--- src/rtl/ccsds_asm_framer.sv ---
// ccsds_asm_framer: wraps each encoded codeblock into a CADU.
// A CADU is the 32-bit attached sync marker, sent MSB byte first,
// followed by BLOCK_BYTES codeblock bytes. Both sides are AXI4-Stream.
//
// Optional feature: define CCSDS_RANDOMIZER_EN to XOR the data bytes with
// the CCSDS pseudo-random sequence h(x)=x^8+x^7+x^5+x^3+1, seeded all ones.
// The ASM bytes are never randomized.
//
// Framing always follows the internal byte count. s_axis_tlast is only
// compared against that count, and a disagreement produces a one-cycle
// len_err pulse.
module ccsds_asm_framer #(
  parameter int          width       = 8,
  parameter int          BLOCK_BYTES = 160,
  parameter logic [31:0] ASM         = 32'h1ACFFC1D
) (
  input  logic             clk,
  input  logic             rst,
  input  logic [width-1:0] s_axis_tdata,
  input  logic             s_axis_tvalid,
  output logic             s_axis_tready,
  input  logic             s_axis_tlast,
  output logic [width-1:0] m_axis_tdata,
  output logic             m_axis_tvalid,
  output logic             m_axis_tlast,
  input  logic             m_axis_tready,
  output logic             len_err
);

  localparam int ASM_BYTES = 32 / width;
  localparam int AW        = $clog2(ASM_BYTES);
  localparam int CW        = (BLOCK_BYTES > 2) ? $clog2(BLOCK_BYTES) : 1;

  typedef enum logic [1:0] {S_IDLE, S_ASM, S_DATA} state_t;

  state_t           state_q;
  logic [AW-1:0]    asm_cnt_q;
  logic [CW-1:0]    cnt_q;
  logic [width-1:0] tdata_q;
  logic             tvalid_q;
  logic             tlast_q;
  logic             len_err_q;

  logic             load;
  logic             accept;
  logic             cnt_last;
  logic [width-1:0] data_out;
  logic [width-1:0] asm_lut [ASM_BYTES];

  // Marker bytes in transmit order. Entry 0 is the most significant byte.
  for (genvar gi = 0; gi < ASM_BYTES; gi++) begin : g_asm_lut
    assign asm_lut[gi] = ASM[width*(ASM_BYTES-1-gi) +: width];
  end

  // The output register may take a new byte when it is empty or being drained.
  assign load          = !tvalid_q || m_axis_tready;
  assign s_axis_tready = (state_q == S_DATA) && load;
  assign accept        = s_axis_tvalid && s_axis_tready;
  assign cnt_last      = (cnt_q == CW'(BLOCK_BYTES - 1));

`ifdef CCSDS_RANDOMIZER_EN
  // lfsr_q holds the next 8 sequence bits. Bit 7 is the earliest bit and
  // lines up with data bit 7, the first channel bit.
  logic [7:0] lfsr_q;
  logic [7:0] lfsr_d;

  // Advance the sequence window by 8 bits:
  // a[n+8] = a[n+7] ^ a[n+5] ^ a[n+3] ^ a[n].
  always_comb begin
    lfsr_d = lfsr_q;
    for (int i = 0; i < 8; i++) begin
      lfsr_d = {lfsr_d[6:0], lfsr_d[0] ^ lfsr_d[2] ^ lfsr_d[4] ^ lfsr_d[7]};
    end
  end

  // Reseed to all ones during the marker, and step once per accepted data byte.
  always_ff @(posedge clk or posedge rst) begin
    if (rst) begin
      lfsr_q <= 8'hFF;
    end else if (state_q == S_ASM) begin
      lfsr_q <= 8'hFF;
    end else if (accept) begin
      lfsr_q <= lfsr_d;
    end
  end

  assign data_out = s_axis_tdata ^ lfsr_q;
`else
  assign data_out = s_axis_tdata;
`endif

  // Framing FSM. It also drives the registered output stage and the length check.
  always_ff @(posedge clk or posedge rst) begin
    if (rst) begin
      state_q   <= S_IDLE;
      asm_cnt_q <= '0;
      cnt_q     <= '0;
      tdata_q   <= '0;
      tvalid_q  <= 1'b0;
      tlast_q   <= 1'b0;
      len_err_q <= 1'b0;
    end else begin
      len_err_q <= 1'b0;
      case (state_q)
        S_IDLE: begin
          // The previous CADU's last byte may still be draining here.
          if (load) begin
            tvalid_q <= 1'b0;
          end
          // The first input byte only announces a block. It is not consumed here.
          if (s_axis_tvalid) begin
            state_q   <= S_ASM;
            asm_cnt_q <= '0;
          end
        end
        S_ASM: begin
          if (load) begin
            tdata_q   <= asm_lut[asm_cnt_q];
            tvalid_q  <= 1'b1;
            tlast_q   <= 1'b0;
            asm_cnt_q <= asm_cnt_q + AW'(1);
            if (asm_cnt_q == AW'(ASM_BYTES - 1)) begin
              state_q <= S_DATA;
              cnt_q   <= '0;
            end
          end
        end
        S_DATA: begin
          if (accept) begin
            tdata_q   <= data_out;
            tvalid_q  <= 1'b1;
            tlast_q   <= cnt_last;
            len_err_q <= (s_axis_tlast != cnt_last);
            if (cnt_last) begin
              state_q <= S_IDLE;
            end else begin
              cnt_q <= cnt_q + CW'(1);
            end
          end else if (load) begin
            tvalid_q <= 1'b0;
          end
        end
        default: state_q <= S_IDLE;
      endcase
    end
  end

  assign m_axis_tdata  = tdata_q;
  assign m_axis_tvalid = tvalid_q;
  assign m_axis_tlast  = tlast_q;
  assign len_err       = len_err_q;

endmodule

--- config.mk ---
export PLATFORM = sky130hd
export DESIGN_NAME = ccsds_asm_framer
export DESIGN_NICKNAME = d
export VERILOG_FILES = /design/src/rtl/ccsds_asm_framer.sv
export SDC_FILE = /design/constraint.sdc
export NUM_CORES = 1
export LEC_CHECK = 0
export CELL_PAD_IN_SITES_DETAIL_PLACEMENT = 1
export CELL_PAD_IN_SITES_GLOBAL_PLACEMENT = 1
export CORE_MARGIN = 5
export CORE_UTILIZATION = 39
export CTS_CLUSTER_DIAMETER = 40
export DETAILED_ROUTE_END_ITERATION = 8
export PLACE_DENSITY = 0.82
export SYNTH_ARGS = -nofsm -noshare
export SYNTH_HDL_FRONTEND = slang
export SYNTH_SLANG_ARGS = --single-unit
export TNS_END_PERCENT = 5
--- constraint.sdc ---
create_clock -name clk -period 2.8 [get_ports clk]
set_clock_uncertainty 0.15 [all_clocks]
set_input_delay 0.84 -clock clk [delete_from_list [all_inputs] [get_ports clk]]
set_output_delay 0.84 -clock clk [all_outputs]
set_load 0.01 [all_outputs]
==> metrics, run 1 <==
total congestion overflow=0; worst supply voltage drop on vdd=approximately 0.56 mV; # placed instances=between 200 and 250; number of antenna violations at the first check in global routing=0; Fmax achieved=~380 MHz; cells after synthesis=about 150; post-CTS setup buffers=0; maximum capacitance violations=0; crit path DAT=~2.7 ns; CP endpoint kind=flop; placed cell area=between 0.0015 and 0.002 mm2; Critical Path Start Type=primary input; Static Leak=about 0.76 nW; # fillers=396; P per Cell Area=~930 mW/mm2; Yosys warning total=0; first-pass GRT wire length=approximately 6300 um; Overall Global Routing Usage=0.156; Boundary Pins=25; clock tree from TritonCTS=done; number of distinct library cells after synthesis=40; run status=complete, no violations; clock-pin slew reported for the worst setup and hold paths after clock tree synthesis=0.13 ns; DRT Wirelength=~3600 um; total number of H-tree levels=1; standard-cell row count=21; cell depth of the worst flop-to-flop path=6; DRC violation count after routing=0; post-route worst setup slack=~0.14 ns; ranking of synthesized cells by instance count=sky130_fd_sc_hd__dfrtp_1, sky130_fd_sc_hd__nor2_1, sky130_fd_sc_hd__a21oi_1, sky130_fd_sc_hd__nand2_1, sky130_fd_sc_hd__ha_1; average cell area after synthesis=around 9.2 um2; combined area of all synthesized cells=around 0.0014 mm2; diode insertion count for antenna repair=0; CTS Hold Buffers Added=0; pin count of the biggest net entering global routing=25; slew at the pin with the worst max-slew slack=around 0.4 ns; share of the yosys chip area belonging to registers=0.411; number of buffers inserted by port buffering=24; pre-CTS setup slack=-0.251 ns; area of the die=0.00489 mm2; number of synthesized flops with an enable pin=0; layout-stage area growth over the synthesis result=24.6%; biggest area consumer among synthesized cells=sky130_fd_sc_hd__dfrtp_1; CTS sink count=23; final sum of negative setup slack=0 ns; number of nets still failing antenna checks after routing=0; final cell area excluding filler cells=between 0.0015 and 0.002 mm2; top fanout value on the critical path=10; total CTS buffers=3; setup repair after global routing missed its margin=no; Synthesized Nets=175; Max Slew Vio Count=0; Most used DFF post-synth=sky130_fd_sc_hd__dfrtp_1; post-layout minimum cycle time=~2.7 ns; Layout Nets=204; first-iteration detailed-routing DRC count=55; DIE HEIGHT=69.9 um; number of global-route vias before repair=about 1300; placeable core region=0.00342 mm2; via/cell ratio=~5.3; final non-filler cell total=226; Final period util=0.950; starting density of the core=0.410; Post-synth ARST share=1.00; worst setup path class=in2reg; largest buffer count on any clock path=2; area share of the leading cell type in the synthesized netlist=0.411; width of the die=~70 um; count of vias placed by the detailed router=roughly 1200; number of iterations in the first detailed-routing pass=4; number of instances on the worst hold path=1; estimated wirelength of the detail-placed design=approximately 2700 um; type of the worst min-delay path=reg2reg; leading cell types by total area after synthesis=sky130_fd_sc_hd__dfrtp_1, sky130_fd_sc_hd__ha_1, sky130_fd_sc_hd__a21oi_1; most frequently used cell type in the post-synthesis netlist=sky130_fd_sc_hd__dfrtp_1; post-synthesis sequential element count=23; Critical Path RT=around 2.9 ns; RD Place Congestion=approximately 0.84; Hold Violations, Final=0; ratio of cells with drive above 1 in the final layout=0.122; root cell of the clock tree=sky130_fd_sc_hd__clkbuf_4; Routed wire per std cell=between 15 and 20 um; headroom to the max-slew limit=0.739; final number of setup-violating endpoints=0; clk_lat worst skew=0.31 ns
[registers in the layout, indices dropped and copies added, names as in the netlist]
register	cells
cnt_q	8
m_axis_tdata	8
asm_cnt_q	2
state_q	2
len_err	1
m_axis_tlast	1
m_axis_tvalid	1
[cells in the final DEF (no fill, tap or decap), drive strengths merged, types with 2 or more instances in the layout]
master         Yosys  final
o21ai              8      8
nor2              16     16
a21oi             14     14
and3               2      2
clkbuf             6      4
inv                8      8
buf                2      8
nand2             14     14
a221o              2      2
ha                10     10
clkdlybuf4s50      0     23
dfrtp             23     23
o31ai              9      9
nand3              5      5
nor2b              4      4
mux2i              3      3
and2               2      2
mux2               3      3
nand2b             2      2
[power breakdown]
group / switching [mW] / internal [mW] / total (mW)
logic: 0.484 / 0.453 / 0.937
registers: 0.0913 / 0.440 / 0.531
clock network: 0.105 / 0.0534 / 0.158
[what timing repair did]
action                                  CTS  global route
pin swaps                                 0             0
endpoints found under the hold margin     0             0
resized for setup                         2             2
endpoints found under the setup margin    1             1
[critical path: stages]
cell	delay, ns
sky130_fd_sc_hd__clkdlybuf4s50_1	0.48
sky130_fd_sc_hd__nor2b_2	0.05
sky130_fd_sc_hd__buf_4	0.16
sky130_fd_sc_hd__a2111o_1	0.48
sky130_fd_sc_hd__or3b_4	0.44
sky130_fd_sc_hd__o31ai_1	0.27
[cells by family after synthesis]
| family | count (synthesis) | synth area share |
|---|---|---|
| AO/OA/AOI/OAI | 43 | 0.205 |
| AND/OR/NAND/NOR | 53 | 0.194 |
| adder cells (fa/ha/maj) | 10 | 0.0893 |
| flip-flops | 23 | 0.411 |
| multiplexers | 6 | 0.0455 |
| buffers and inverters | 16 | 0.0491 |
| XOR/XNOR | 1 | 0.00625 |
[metal layers]
layer / up-vias / share of wire / global-route usage
met4: 0 / 0.011 / 0.0553
met2: 7 / 0.53 / 0.277
li1: 595 / - / -
met3: 4 / 0.013 / 0.0215
met1: 596 / 0.44 / 0.192
met5: - / 0 / 0
[cell type report]
class	instances	area (um2)	area share
clock buffer	3	22.5	0.0129
clock inverter	1	5.00	0.00287
inverter	8	30.0	0.0172
multi-input combinational	113	759	0.435
sequential	23	576	0.330
tap	46	57.6	0.0330
timing repair buffer	32	295	0.169
[through the flow]
step	hold WS [ns]	utilization	power (mW)
finish	0.371	0.511	1.63
global route	0.391	0.511	1.79
CTS	0.368	0.512	1.65
detailed placement	0.341	0.504	1.48
global placement	0.318	0.504	1.44
floorplan	0.293	-	1.14
[worst paths after layout]
path	from	endpoint	slack (ns)
setup / recovery	m_axis_tready	cnt_q[3]	0.14
hold / removal	cnt_q[7]	cnt_q[7]	0.37
setup reg to reg	state_q[1]	cnt_q[3]	0.27
hold reg to reg	cnt_q[7]	cnt_q[7]	0.37
max in group asynchronous	rst	m_axis_tdata[3]	1.55
min in group asynchronous	rst	cnt_q[0]	0.71
No activity file was read; power rests on OpenSTA's default activity.
==> inputs of run 2 (changes only) <==
==> constraint.sdc (replaced) <==
create_clock -name clk -period 2.8 [get_ports clk]
set_clock_uncertainty 0.15 [all_clocks]
set_input_delay 0.84 -clock clk [delete_from_list [all_inputs] [get_ports clk]]
set_output_delay 0.84 -clock clk [all_outputs]
set_load 0.1 [all_outputs]
==> metrics, run 2 (synthesized netlist as in run 1, its figures left out) <==
Routed wire per std cell=15.8 um (was 15.7 um); Boundary Pins=25 (unchanged); P per Cell Area=1210 mW/mm2 (was 932 mW/mm2); internal reg-to-reg setup slack=0.30 ns (was 0.27 ns); number of antenna violations at the first check in global routing=0 (unchanged); # placed instances=223 (was 222); standard-cell row count=21 (unchanged); top fanout value on the critical path=3 (was 10); delay of the slowest critical-path stage=0.42 ns (was 0.48 ns); number of iterations in the first detailed-routing pass=4 (unchanged); Hold Violations, Final=0 (unchanged); CTS Hold Buffers Added=0 (unchanged); RD Place Congestion=0.855 (was 0.835); worst setup path class=in2out (was in2reg); setup repair after global routing missed its margin=no (unchanged); count of vias placed by the detailed router=1220 (was 1202); multi-input combinational cell area=767 um2 (was 759 um2); final number of setup-violating endpoints=0 (unchanged); Fmax achieved=371 MHz (was 376 MHz); Static Leak=0.776 nW (was 0.756 nW); most frequent cells in the layout=sky130_fd_sc_hd__dfrtp_1, sky130_fd_sc_hd__buf_4, sky130_fd_sc_hd__nor2_1 (was sky130_fd_sc_hd__dfrtp_1, sky130_fd_sc_hd__clkdlybuf4s50_1, sky130_fd_sc_hd__nor2_1); CTS sink count=23 (unchanged); DRC violation count after routing=0 (unchanged); width of the die=69.9 um (unchanged); Layout Nets=205 (was 204); maximum capacitance violations=0 (unchanged); DIE HEIGHT=69.9 um (unchanged); post-layout minimum cycle time=2.69 ns (was 2.66 ns); met1 routing resource usage after global routing=0.172 (was 0.192); crit path DAT=1.70 ns (was 2.73 ns); total CTS buffers=3 (unchanged); first-iteration detailed-routing DRC count=42 (was 55); first-pass GRT wire length=6150 um (was 6330 um); ordered list of cells on the worst path=clkdlybuf4s50_1 > nor2b_2 > nor2_4 > buf_12 (was clkdlybuf4s50_1 > nor2b_2 > buf_4 > a2111o_1 > or3b_4 > o31ai_1); type of the worst min-delay path=reg2reg (unchanged); crit path max-delay cell type=sky130_fd_sc_hd__clkdlybuf4s50_1 (unchanged); post-route worst setup slack=0.105 ns (was 0.140 ns); pre-CTS setup slack=-0.0686 ns (was -0.251 ns); final cell area excluding filler cells=0.00175 mm2 (about the same); slew at the pin with the worst max-slew slack=0.395 ns (was 0.391 ns); ratio of cells with drive above 1 in the final layout=0.193 (was 0.122); number of global-route vias before repair=1295 (was 1296); GR peak layer=met2 (unchanged); Final period util=0.962 (was 0.950); area of the die=0.00489 mm2 (unchanged); Critical Path Start Type=primary input (unchanged); diode insertion count for antenna repair=0 (unchanged); final sum of negative setup slack=0 ns (unchanged); Max Slew Vio Count=0 (unchanged); largest buffer count on any clock path=2 (unchanged); clock tree from TritonCTS=done (unchanged); headroom to the max-slew limit=0.737 (was 0.739); CP endpoint kind=output pin (was flop); placeable core region=0.00342 mm2 (unchanged); run status=complete, no violations (unchanged); clk_lat worst skew=0.31 ns (about the same); layout-stage area growth over the synthesis result=24.7% (was 24.6%); met2 track demand over resource=0.292 (was 0.277); most common library cell in the layout ignoring fill and taps=sky130_fd_sc_hd__dfrtp_1; estimated wirelength of the detail-placed design=2820 um (was 2720 um); number of buffers inserted by port buffering=24 (unchanged); clock-pin slew reported for the worst setup and hold paths after clock tree synthesis=0.13 ns (about the same); sequential cell area=576 um2 (unchanged); root cell of the clock tree=sky130_fd_sc_hd__clkbuf_4 (unchanged); number of nets still failing antenna checks after routing=0 (unchanged); Critical Path RT=1.81 ns (was 2.87 ns); worst supply voltage drop on vdd=0.544 mV (was 0.555 mV); Overall Global Routing Usage=0.151 (was 0.156); starting density of the core=0.410 (unchanged); total congestion overflow=0 (unchanged); pin count of the biggest net entering global routing=24 (was 25); via/cell ratio=5.37 (was 5.32); # fillers=399 (was 396); post-CTS setup buffers=0 (unchanged); Global Route met3 Usage=0.0215 (unchanged); total number of H-tree levels=1 (unchanged); placed cell area=0.00172 mm2 (about the same); DRT Wirelength=3580 um (was 3560 um); final non-filler cell total=227 (was 226)
[run 2: changes by cell type in the layout (fill, tap and decap cells not counted), sizes merged]
| cell | delta |
|---|---|
| buf | +13 |
| clkdlybuf4s50 | -11 |
| clkbuf | -1 |
[run 2: layout make-up]
cell class,instances,area share
inverters,8,0.0172
flip-flops and latches,23,0.329
repair buffers,33,0.166
well taps,46,0.0329
clock buffers,3,0.0129
clock inverters,1,0.00286
multi-input cells,113,0.439
[run 2: what timing repair did]
item	CTS	global route
endpoints found under the setup margin	0	1
gates resized for setup	0	1
hold endpoints to repair	0	0
[run 2: report_power, final]
group / total (mW) / internal [mW] / switching (mW)
Clock: 0.161 / 0.0535 / 0.108
Combinational: 1.42 / 0.460 / 0.955
Sequential: 0.532 / 0.440 / 0.0923
Total: 2.11 / 0.953 / 1.16
[run 2: metrics by stage]
stage          total power, mW  hold slack, ns  utilization
3_3_place_gp              1.90           0.325        0.503
3_5_place_dp              1.96           0.347        0.503
6_report                  2.11           0.365        0.512
2_1_floorplan             1.60           0.293            -
4_1_cts                   2.13           0.366        0.511
5_1_grt                   2.27           0.383        0.512
[run 2: final timing paths]
kind | depth (start not counted) | endpoint | startpoint
setup reg to reg | 6 | cnt_q[3] | state_q[1]
max in group asynchronous | 3 | cnt_q[1] | rst
hold reg to reg | 1 | cnt_q[7] | cnt_q[7]
hold / removal | 1 | cnt_q[7] | cnt_q[7]
setup / recovery | 4 | s_axis_tready | m_axis_tready
min in group asynchronous | 3 | m_axis_tdata[7] | rst
[run 2: metal layers]
metal  vias to the layer above  wire length (um)
met4                         0                35
met2                        14              1950
met3                         6                88
met1                       605              1510
li1                        595                 -
met5                         -                 0
[run 2: critical path: cells and delay by family]
kind,cells,cell delay [ns]
buffers and inverters,2,0.59
AND/OR/NAND/NOR,2,0.27
==> inputs of run 3 (changes only) <==
--- a/config.mk
+++ b/config.mk
@@ -9,9 +9,10 @@
 export CELL_PAD_IN_SITES_GLOBAL_PLACEMENT = 1
 export CORE_MARGIN = 5
 export CORE_UTILIZATION = 39
-export CTS_CLUSTER_DIAMETER = 40
+export CTS_CLUSTER_DIAMETER = 50
 export DETAILED_ROUTE_END_ITERATION = 8
 export PLACE_DENSITY = 0.82
+export REMOVE_ABC_BUFFERS = 1
 export SYNTH_ARGS = -nofsm -noshare
 export SYNTH_HDL_FRONTEND = slang
 export SYNTH_SLANG_ARGS = --single-unit
==> metrics, run 3 (synthesized netlist as in run 1, its figures left out) <==
run status=complete, no violations (unchanged); worst setup path class=reg2out (was in2out); P per Cell Area=1200 mW/mm2 (was 1210 mW/mm2); headroom to the max-slew limit=0.740 (was 0.737); final non-filler cell total=231 (was 227); portion of total power attributed to the clock network=0.073 (was 0.077); Hold Violations, Final=0 (unchanged); Fmax achieved=385 MHz (was 371 MHz); cell depth of the worst flop-to-flop path=6 (unchanged); starting density of the core=0.410 (unchanged); final sum of negative setup slack=0 ns (unchanged); number of nets still failing antenna checks after routing=0 (unchanged); uppermost signal routing layer after detailed routing=met4 (unchanged); final number of setup-violating endpoints=0 (unchanged); placed cell area=0.00173 mm2 (was 0.00172 mm2); pin count of the biggest net entering global routing=24 (unchanged); layout-stage area growth over the synthesis result=26.4% (was 24.7%); setup repair after global routing missed its margin=no (unchanged); Crit Reg-Reg Endpoint=cnt_q[4] (was cnt_q[3]); Final period util=0.929 (was 0.962); RD Place Congestion=0.827 (was 0.855); Boundary Pins=25 (unchanged); total number of H-tree levels=1 (unchanged); placeable core region=0.00342 mm2 (unchanged); top fanout value on the critical path=5 (was 3); clock-pin slew reported for the worst setup and hold paths after clock tree synthesis=0.12 ns (was 0.13 ns); number of global-route vias before repair=1378 (was 1295); Metal-1 WL=1620 um (was 1510 um); Critical Path Start Type=flop (was primary input); crit path DAT=1.61 ns (was 1.70 ns); Overall Global Routing Usage=0.161 (was 0.151); diode insertion count for antenna repair=0 (unchanged); maximum capacitance violations=0 (unchanged); DRC violation count after routing=0 (unchanged); worst supply voltage drop on vdd=0.530 mV (was 0.544 mV); fraction of power consumed by combinational cells=0.676 (was 0.671); met3 wire length=97 um (was 88 um); Critical Path RT=1.81 ns (about the same); CTS Hold Buffers Added=0 (unchanged); first-pass GRT wire length=6440 um (was 6150 um); Static Leak=0.803 nW (was 0.776 nW); CP endpoint kind=output pin (unchanged); # placed instances=226 (was 223); width of the die=69.9 um (unchanged); standard-cell row count=21 (unchanged); first-iteration detailed-routing DRC count=48 (was 42); CTS sink count=23 (unchanged); final cell area excluding filler cells=0.00177 mm2 (was 0.00175 mm2); area of the die=0.00489 mm2 (unchanged); reg-to-reg startpoint=state_q[1] (unchanged); Routed wire per std cell=16.1 um (was 15.8 um); most frequent cells in the layout=sky130_fd_sc_hd__buf_4, sky130_fd_sc_hd__dfrtp_1, sky130_fd_sc_hd__nor2_1 (was sky130_fd_sc_hd__dfrtp_1, sky130_fd_sc_hd__buf_4, sky130_fd_sc_hd__nor2_1); clk_lat worst skew=0.31 ns (about the same); estimated wirelength of the detail-placed design=2910 um (was 2820 um); Layout Nets=209 (was 205); type of the worst min-delay path=reg2reg (unchanged); most common library cell in the layout ignoring fill and taps=sky130_fd_sc_hd__buf_4 (was sky130_fd_sc_hd__dfrtp_1); post-route worst setup slack=0.199 ns (was 0.105 ns); critical path startpoint=state_q[0] (was m_axis_tready); slew at the pin with the worst max-slew slack=0.390 ns (was 0.395 ns); root cell of the clock tree=sky130_fd_sc_hd__clkbuf_4 (unchanged); net switching fraction of the power=0.542 (was 0.548); ratio of cells with drive above 1 in the final layout=0.200 (was 0.193); via/cell ratio=5.29 (was 5.37); switching power=1.15 mW (was 1.16 mW); total CTS buffers=3 (unchanged); post-layout minimum cycle time=2.60 ns (was 2.69 ns); number of buffers inserted by port buffering=24 (unchanged); count of vias placed by the detailed router=1221 (was 1220); Max Slew Vio Count=0 (unchanged); clock tree from TritonCTS=done (unchanged); pre-CTS setup slack=-0.103 ns (was -0.0686 ns); number of antenna violations at the first check in global routing=0 (unchanged); part of the power in registers=0.250 (was 0.252); number of iterations in the first detailed-routing pass=4 (unchanged); met2 wire len=1960 um (was 1950 um); largest buffer count on any clock path=2 (unchanged); Post-Route Utilization=0.519 (was 0.512); DRT Wirelength=3720 um (was 3580 um); worst hold path endpoint=cnt_q[7] (unchanged); internal power of the cells=0.971 mW (was 0.953 mW); number of instances on the worst hold path=1 (unchanged); DIE HEIGHT=69.9 um (unchanged); total congestion overflow=0 (unchanged); Hold Startpoint=cnt_q[7] (unchanged); overall power after layout=2.12 mW (was 2.11 mW); final-layout worst hold slack=0.341 ns (was 0.365 ns); internal reg-to-reg setup slack=0.28 ns (was 0.30 ns)
[run 3: cell count changes in the layout (fill, tap and decap cells not counted), sizes merged]
cell and change:
dlymetal6s2s +1, clkinv -1, clkbuf +1, clkdlybuf4s50 -1, buf +4
[run 3: critical path, stage by stage (launching register included)]
cell                      delay, ns
sky130_fd_sc_hd__dfrtp_1       0.43
sky130_fd_sc_hd__inv_1         0.12
sky130_fd_sc_hd__ha_1          0.27
sky130_fd_sc_hd__inv_1         0.08
sky130_fd_sc_hd__nor2_1        0.10
sky130_fd_sc_hd__buf_4         0.13
sky130_fd_sc_hd__buf_12        0.16
[run 3: area by class of cell]
| type | count | area [um2] |
|---|---|---|
| timing repair buffer | 37 | 323 |
| tap | 46 | 57.6 |
| inverter | 8 | 30.0 |
| multi-input combinational | 113 | 759 |
| fill | 412 | 1640 |
| clock buffer | 4 | 26.3 |
| sequential | 23 | 576 |
[run 3: per-layer routing]
layer	vias up	track usage
met1	597	0.193
met4	0	0.0511
met2	17	0.289
met5	-	0
met3	4	0.0273
li1	603	-
[run 3: timing repair]
action                     in CTS  in global routing
setup buffers                   1                  0
resized for setup               1                  1
setup endpoints to repair       1                  1
cloned                          0                  0
[run 3: worst max-delay path by stage]
stage | endpoint | slack, ns | depth (start not counted)
after floorplan | s_axis_tready | -0.79 | 4
after global placement | s_axis_tready | -0.05 | 5
after detailed placement | cnt_q[4] | -0.10 | 5
after CTS | s_axis_tready | 0.05 | 5
after global routing | s_axis_tready | 0.08 | 6
final | s_axis_tready | 0.20 | 6
[run 3: power by group through the flow]
| stage | sequential (mW) | combinational (mW) | clock [mW] |
|---|---|---|---|
| floorplan | 0.955 | 0.598 | 0 |
| global placement | 0.530 | 1.38 | 0 |
| detailed placement | 0.541 | 1.43 | 0 |
| CTS | 0.535 | 1.44 | 0.166 |
| global route | 0.548 | 1.55 | 0.179 |
| finish | 0.532 | 1.44 | 0.156 |
